===== config.mk =====
export PLATFORM = sky130hd
export DESIGN_NAME = multicycle_ctrl
export DESIGN_NICKNAME = d
export VERILOG_FILES = /design/src/rtl/ctrl_pkg.sv /design/src/rtl/alu_dec.sv /design/src/rtl/multicycle_ctrl.sv
export SDC_FILE = /design/constraint.sdc
export NUM_CORES = 1
export LEC_CHECK = 0
export BUFFER_PORTS_ARGS = -buffer_cell sky130_fd_sc_hd__buf_2
export CAP_MARGIN = 20
export CORE_AREA = 2 2 39 41
export CTS_BUF_LIST = sky130_fd_sc_hd__clkbuf_4
export CTS_CLUSTER_SIZE = 28
export DETAILED_ROUTE_END_ITERATION = 12
export DIE_AREA = 0 0 41 43
export GPL_TIMING_DRIVEN = 0
export MAX_ROUTING_LAYER = met4
export PLACE_DENSITY = 0.78
export SLEW_MARGIN = 20
export SYNTH_ARGS = -nofsm -noshare
export SYNTH_HDL_FRONTEND = slang
export SYNTH_SLANG_ARGS = --single-unit

===== constraint.sdc =====
create_clock -name clk -period 1.3 [get_ports clk]
set_input_delay 0.13 -clock clk [delete_from_list [all_inputs] [get_ports clk]]
set_output_delay 0.13 -clock clk [all_outputs]
set_load 0.01 [all_outputs]

===== src/rtl/ctrl_pkg.sv =====
// ctrl_pkg: shared states, opcodes and select encodings for the multicycle control unit.
package ctrl_pkg;
    typedef enum logic [3:0] {
        S_FETCH, S_DECODE, S_MEMADR, S_MEMREAD, S_MEMWB, S_MEMWRITE,
        S_EXECUTER, S_EXECUTEI, S_ALUWB, S_BEQ, S_JAL
    } state_t;

    localparam logic [6:0] OP_LW  = 7'b0000011;
    localparam logic [6:0] OP_SW  = 7'b0100011;
    localparam logic [6:0] OP_R   = 7'b0110011;
    localparam logic [6:0] OP_I   = 7'b0010011;
    localparam logic [6:0] OP_BEQ = 7'b1100011;
    localparam logic [6:0] OP_JAL = 7'b1101111;

    localparam logic [2:0] ALU_ADD = 3'b000;
    localparam logic [2:0] ALU_SUB = 3'b001;
    localparam logic [2:0] ALU_AND = 3'b010;
    localparam logic [2:0] ALU_OR  = 3'b011;
    localparam logic [2:0] ALU_SLT = 3'b101;

    localparam logic [1:0] ALUOP_ADD   = 2'b00;
    localparam logic [1:0] ALUOP_SUB   = 2'b01;
    localparam logic [1:0] ALUOP_FUNCT = 2'b10;

    localparam logic [1:0] SRC_A_PC    = 2'b00;
    localparam logic [1:0] SRC_A_OLDPC = 2'b01;
    localparam logic [1:0] SRC_A_REG   = 2'b10;
    localparam logic [1:0] SRC_B_REG   = 2'b00;
    localparam logic [1:0] SRC_B_IMM   = 2'b01;
    localparam logic [1:0] SRC_B_FOUR  = 2'b10;
    localparam logic [1:0] RES_ALUOUT  = 2'b00;
    localparam logic [1:0] RES_MEM     = 2'b01;
    localparam logic [1:0] RES_ALU     = 2'b10;
endpackage


===== src/rtl/alu_dec.sv =====
// alu_dec: maps alu_op and instruction funct fields to the ALU operation.
module alu_dec
    import ctrl_pkg::*;
(
    input  logic [1:0] alu_op,
    input  logic [2:0] funct3,
    input  logic       funct7b5,
    input  logic       op5,
    output logic [2:0] alu_control
);
    always_comb begin
        alu_control = ALU_ADD;
        if (alu_op == ALUOP_SUB) begin
            alu_control = ALU_SUB;
        end else if (alu_op == ALUOP_FUNCT) begin
            // Immediate forms have op[5]=0, so addi never becomes sub.
            case (funct3)
                3'b000:  alu_control = (funct7b5 & op5) ? ALU_SUB : ALU_ADD;
                3'b010:  alu_control = ALU_SLT;
                3'b110:  alu_control = ALU_OR;
                3'b111:  alu_control = ALU_AND;
                default: alu_control = ALU_ADD;
            endcase
        end
    end
endmodule


===== src/rtl/multicycle_ctrl.sv =====
// multicycle_ctrl: Moore FSM sequencing fetch/decode/execute/memory/writeback
// for the multicycle RISC-V core.
module multicycle_ctrl
    import ctrl_pkg::*;
(
    input  logic       clk,
    input  logic       reset,
    input  logic [6:0] op,
    input  logic [2:0] funct3,
    input  logic       funct7b5,
    input  logic       zero,
    output logic       ir_write,
    output logic       pc_write,
    output logic       adr_src,
    output logic       mem_write,
    output logic       reg_write,
    output logic [1:0] alu_src_a,
    output logic [1:0] alu_src_b,
    output logic [1:0] result_src,
    output logic [2:0] alu_control,
    output logic       illegal_op
);
    state_t     state_q, state_d;
    logic       pc_update, branch;
    logic [1:0] alu_op;

    always_ff @(posedge clk or posedge reset) begin
        if (reset) state_q <= S_FETCH;
        else       state_q <= state_d;
    end

    always_comb begin
        case (state_q)
            S_FETCH:  state_d = S_DECODE;
            S_DECODE: state_d = (op == OP_LW || op == OP_SW) ? S_MEMADR :
                                (op == OP_R)   ? S_EXECUTER :
                                (op == OP_I)   ? S_EXECUTEI :
                                (op == OP_BEQ) ? S_BEQ :
                                (op == OP_JAL) ? S_JAL : S_FETCH;
            S_MEMADR: state_d = (op == OP_LW) ? S_MEMREAD : S_MEMWRITE;
            S_MEMREAD: state_d = S_MEMWB;
            S_EXECUTER, S_EXECUTEI, S_JAL: state_d = S_ALUWB;
            default:  state_d = S_FETCH;
        endcase
    end

    always_comb begin
        ir_write   = 1'b0;
        pc_update  = 1'b0;
        branch     = 1'b0;
        adr_src    = 1'b0;
        mem_write  = 1'b0;
        reg_write  = 1'b0;
        alu_src_a  = SRC_A_PC;
        alu_src_b  = SRC_B_REG;
        result_src = RES_ALUOUT;
        alu_op     = ALUOP_ADD;
        illegal_op = 1'b0;
        case (state_q)
            S_FETCH: begin
                ir_write   = 1'b1;
                pc_update  = 1'b1;
                alu_src_b  = SRC_B_FOUR;
                result_src = RES_ALU;
            end
            S_DECODE: begin
                alu_src_a  = SRC_A_OLDPC;
                alu_src_b  = SRC_B_IMM;
                illegal_op = !(op inside {OP_LW, OP_SW, OP_R, OP_I, OP_BEQ, OP_JAL});
            end
            S_MEMADR: begin
                alu_src_a = SRC_A_REG;
                alu_src_b = SRC_B_IMM;
            end
            S_MEMREAD: adr_src = 1'b1;
            S_MEMWB: begin
                result_src = RES_MEM;
                reg_write  = 1'b1;
            end
            S_MEMWRITE: begin
                adr_src   = 1'b1;
                mem_write = 1'b1;
            end
            S_EXECUTER: begin
                alu_src_a = SRC_A_REG;
                alu_op    = ALUOP_FUNCT;
            end
            S_EXECUTEI: begin
                alu_src_a = SRC_A_REG;
                alu_src_b = SRC_B_IMM;
                alu_op    = ALUOP_FUNCT;
            end
            S_ALUWB: reg_write = 1'b1;
            S_BEQ: begin
                alu_src_a = SRC_A_REG;
                alu_op    = ALUOP_SUB;
                branch    = 1'b1;
            end
            S_JAL: begin
                alu_src_a = SRC_A_OLDPC;
                alu_src_b = SRC_B_FOUR;
                pc_update = 1'b1;
            end
            default: ;
        endcase
    end

    assign pc_write = pc_update | (branch & zero);

    alu_dec u_alu_dec (
        .alu_op      (alu_op),
        .funct3      (funct3),
        .funct7b5    (funct7b5),
        .op5         (op[5]),
        .alu_control (alu_control)
    );
endmodule


==> flow_results.org <==
** Critical path
- In this run the critical register-to-register path is captured at state_q[1].
- WP data required :: 1170 ps
- At the worst endpoint, the arrival time is 1440 ps.
- R2R Setup Slk :: -110 ps
- Top fanout value on the critical path :: 4
- In this run the critical register-to-register path is launched from state_q[0].
- STA classifies the critical path startpoint as a flop.
- Worst Setup Path Type :: flop to primary output
- CP endpoint kind :: primary output
- The number of cells on the worst reg-to-reg path is 3.
- Source of the critical timing path :: state_q[2]

** STA
- The final critical path takes up 121% of the cycle.
- Once routing completed, OpenROAD measured the worst setup slack at -274 ps.
- At the pin with the least slew margin, the transition time is 477 ps.
- Max Slew Vio Count :: 0
- Final setup violating endpoints :: 17
- The worst path in the final design needs a cycle of 1570 ps, including I/O delays and setup.
- The worst pin sits at a relative slew slack of 67.4%.
- For this run, the top clock speed supported by timing is 635 MHz.
- Setup repair after global routing could not meet its margin everywhere.
- Hold Vio Cnt, Final :: 0
- The tightest hold path in the finished design has a slack of 228 ps.
- On the final layout, the worst clock skew is 3.48 ps.
- Adding up every negative setup slack in the final design gives -3130 ps.

** CTS
- CTS tree :: done
- Clock-pin slew was measured on the worst setup and hold paths at 40 ps.
- The number of clock buffers added by TritonCTS is 3.
- The clock passes through at most 2 buffers.
- For the worst-skew pair, the clock arrives at the later sink with an insertion delay of 240 ps.
- Clock tree root buffer cell :: sky130_fd_sc_hd__clkbuf_4
- Number of levels in the clock H-tree :: 1
- Clock sinks :: 4

** Finish
- The net count of the finished layout is 137.
- Once layout is done, the placed cells without fillers occupy 1090 um^2.
- In the final layout, the registers with the most flip-flops are state_q x4.
- The register with the most flip-flops in the layout has 4 of them.
- For this run, the share of the core covered by cells in the final layout is 78.9%.
- Storage cell area :: 103 um^2
- More flip-flops sit in one register than any other, and that register is state_q.
- Fraction of final layout cells with drive strength greater than 1 :: 70.2%
- Summing all multi-input logic gate instances after layout gives 533 um^2.
- Number of filler cells placed in the layout :: 75
- Synthesis-to-layout area growth :: 119%
- Diode count :: 0

** Drt
- The routed layout has 850 vias.
- First-pass detailed-route iteration total :: 4
- Dividing the detail-routed wire length by the instance count gives 20.3 um.
- The routed design has 2790 um of wire.
- Dividing the detail-routed via count by the number of cells gives 6.20.
- The detail route stage leaves a number of antenna-violating nets equal to 0.
- After the first detailed-routing iteration, the DRC count stood at 55.
- In the routed design, unresolved DRC markers number 0.

** Power and ir drop
- Proportion of power drawn by flip-flops and latches :: 13.9%
- Cell internal power was estimated by the tool at 0.810 mW.
- The design draws 1.41 mW.
- The clock network burns 11.8% of the power.
- Switching component of the power :: 0.596 mW
- Leakage power total :: 0.498 nW
- Maximum vdd ir drop :: 0.813 mV
- Switch share :: 42.4%
- Relative contribution of combinational cells to total power :: 74.4%
- Power spread over the standard cell area amounts to 1290 nW/um^2.

** Yosys
- The number of different library cells used by synthesis comes to 33.
- Share of the yosys chip area belonging to registers :: 20.1%
- A synthesized cell averages 7.13 um^2.
- Synthesis-stage register bit count :: 4
- Synthesis produced a netlist whose cell count is 70.
- Synthesized Nets :: 84
- Post-Syn Area :: 499 um^2
- YS warnings :: 0

** Floorplan
- For this design the top-level I/O count stands at 29.
- Width of the die :: 41 um
- Die H :: 43 um
- Initial Util :: 36.1%
- After floorplanning, the core was divided into 14 placement rows.
- Core box area :: 1380 um^2
- The floorplan step defined a die boundary enclosing 1760 um^2.

** Hold path
- HP Start :: op[4]
- End point of the worst hold path :: state_q[2]
- The tightest min-delay check is of the primary input to flop type.
- Along the worst hold path, the cell count comes to 3.

** Global routing
- First-pass GRT wire length :: 2880 um
- Entering global routing, the biggest net connects 8 pins.
- Global routing consumed, over all layers together, 24.6% of the routing resources.
- The initial antenna violation count is 0.
- The via count of the first global-routing pass is 685.
- Global routing finished with a remaining overflow of 0.

** Outcome
- Violations in the final reports :: negative setup slack
- Outcome :: finished with violations

** Placement
- Number of port buffers :: 28
- Summing all placed instances gives a cell area of 684 um^2.
- Summed over all nets, the half-perimeter wirelength after detailed placement is 1100 um.
- RePlAce Congestion :: 0.911

** Flow run
- Max-cap viol count :: 0
[cells in the final DEF, fill, tap and decap left out, types with 2 or more instances in the layout]
master                      n
sky130_fd_sc_hd__inv_1      4
sky130_fd_sc_hd__dfrtp_1    2
sky130_fd_sc_hd__dfrtp_2    2
sky130_fd_sc_hd__nor2_1     4
sky130_fd_sc_hd__nand3b_1   2
sky130_fd_sc_hd__nand2_1    3
sky130_fd_sc_hd__buf_8      2
sky130_fd_sc_hd__clkbuf_8   2
sky130_fd_sc_hd__buf_6      7
sky130_fd_sc_hd__clkbuf_4   5
sky130_fd_sc_hd__a21oi_2    2
sky130_fd_sc_hd__nand4_1    2
sky130_fd_sc_hd__buf_4     11
sky130_fd_sc_hd__buf_2     27
sky130_fd_sc_hd__nand2b_4   3
sky130_fd_sc_hd__a21oi_1    2
sky130_fd_sc_hd__nor2b_4    2
sky130_fd_sc_hd__nor3_1     2
sky130_fd_sc_hd__nor3b_2    2
sky130_fd_sc_hd__a211oi_2   2
sky130_fd_sc_hd__nor2_2     2
sky130_fd_sc_hd__and2_1     2
sky130_fd_sc_hd__nand2b_1   2
[power groups by stage]
stage               clock network (mW)  registers (mW)  logic, mW
floorplan                            0           0.167      0.361
global placement                     0           0.176      0.531
detailed placement                   0           0.175      0.541
CTS                              0.165           0.193      0.758
global route                     0.176           0.195       1.10
finish                           0.165           0.195       1.05
[per-layer routing]
layer / GRT usage, % / vias to the layer above / wire length (um)
met5: - / - / 0
met4: 12.7 / 0 / 98
met3: 4.71 / 16 / 258
met2: 41.6 / 67 / 1390
met1: 25.2 / 405 / 1040
li1: - / 362 / -
[final cells by class]
type,count,area share (%)
Tap cell,16,1.83
Multi-Input combinational cell,57,48.8
Sequential cell,4,9.39
Timing Repair Buffer,48,30.6
Buffer,5,5.96
Clock buffer,3,2.06
Inverter,4,1.37
[critical path, cell delays in order (launching register included)]
cell                       delay (ps)
sky130_fd_sc_hd__dfrtp_1          370
sky130_fd_sc_hd__clkbuf_8         160
sky130_fd_sc_hd__nor2b_4          160
sky130_fd_sc_hd__nand2_2           80
sky130_fd_sc_hd__o32ai_2          240
sky130_fd_sc_hd__buf_2            180
[cell usage after synthesis, drive strengths merged]
master / number / share of area [%]
and2: 2 / 2.5
nand2b: 5 / 6.3
a21oi: 4 / 4.0
clkbuf: 4 / 3.0
nand4bb: 1 / 2.3
or4: 1 / 2.3
buf: 1 / 1.5
nand3: 2 / 2.0
a2111oi: 1 / 1.8
dfrtp: 4 / 20
o32ai: 1 / 1.8
nor2: 6 / 4.5
or3b: 1 / 1.8
xnor2: 1 / 1.8
o2111a: 1 / 2.3
a31oi: 1 / 1.3
nor3b: 3 / 4.5
nor4: 1 / 1.3
o41ai: 1 / 1.8
or2: 2 / 2.5
o31ai: 1 / 2.5
o21ai: 2 / 2.0
inv: 4 / 3.0
nand4: 2 / 2.5
nor2b: 2 / 2.5
a211oi: 2 / 3.0
nand3b: 2 / 3.0
nor3: 4 / 4.0
nand2: 5 / 3.8
o22a: 1 / 1.8
a211o: 1 / 1.8
o22ai: 1 / 1.3
[metrics by stage]
| step | std cells | worst slack, ps |
|---|---|---|
| after floorplan | 70 | -56.9 |
| after global placement | 114 | -153 |
| after detailed placement | 114 | -148 |
| after CTS | 129 | -198 |
| after global routing | 137 | -329 |
| final | 137 | -274 |
[logic make-up after synthesis]
kind of cell / after synthesis / synth area share, %
xor gates and xnor gates: 1 / 1.75
and+or+nand+nor: 39 / 45.6
AOI/OAI and AO/OA: 17 / 25.1
DFF: 4 / 20.1
buffers and inverters: 9 / 7.52
[what timing repair did]
action	4_1_cts	5_1_grt
endpoints found under the hold margin	4	0
pin swaps	7	9
gates cloned	2	0
hold buffers	1	0
gates resized for setup	33	21
setup endpoints to repair	17	17
setup buffers	9	8
[worst max path at each step]
stage / end / cells after the start
3_3_place_gp: result_src[1] / 5
5_1_grt: alu_control[0] / 5
2_1_floorplan: result_src[1] / 4
4_1_cts: result_src[1] / 5
3_5_place_dp: result_src[1] / 5
6_report: alu_control[0] / 5
No activity file was read; power rests on OpenSTA's default activity.
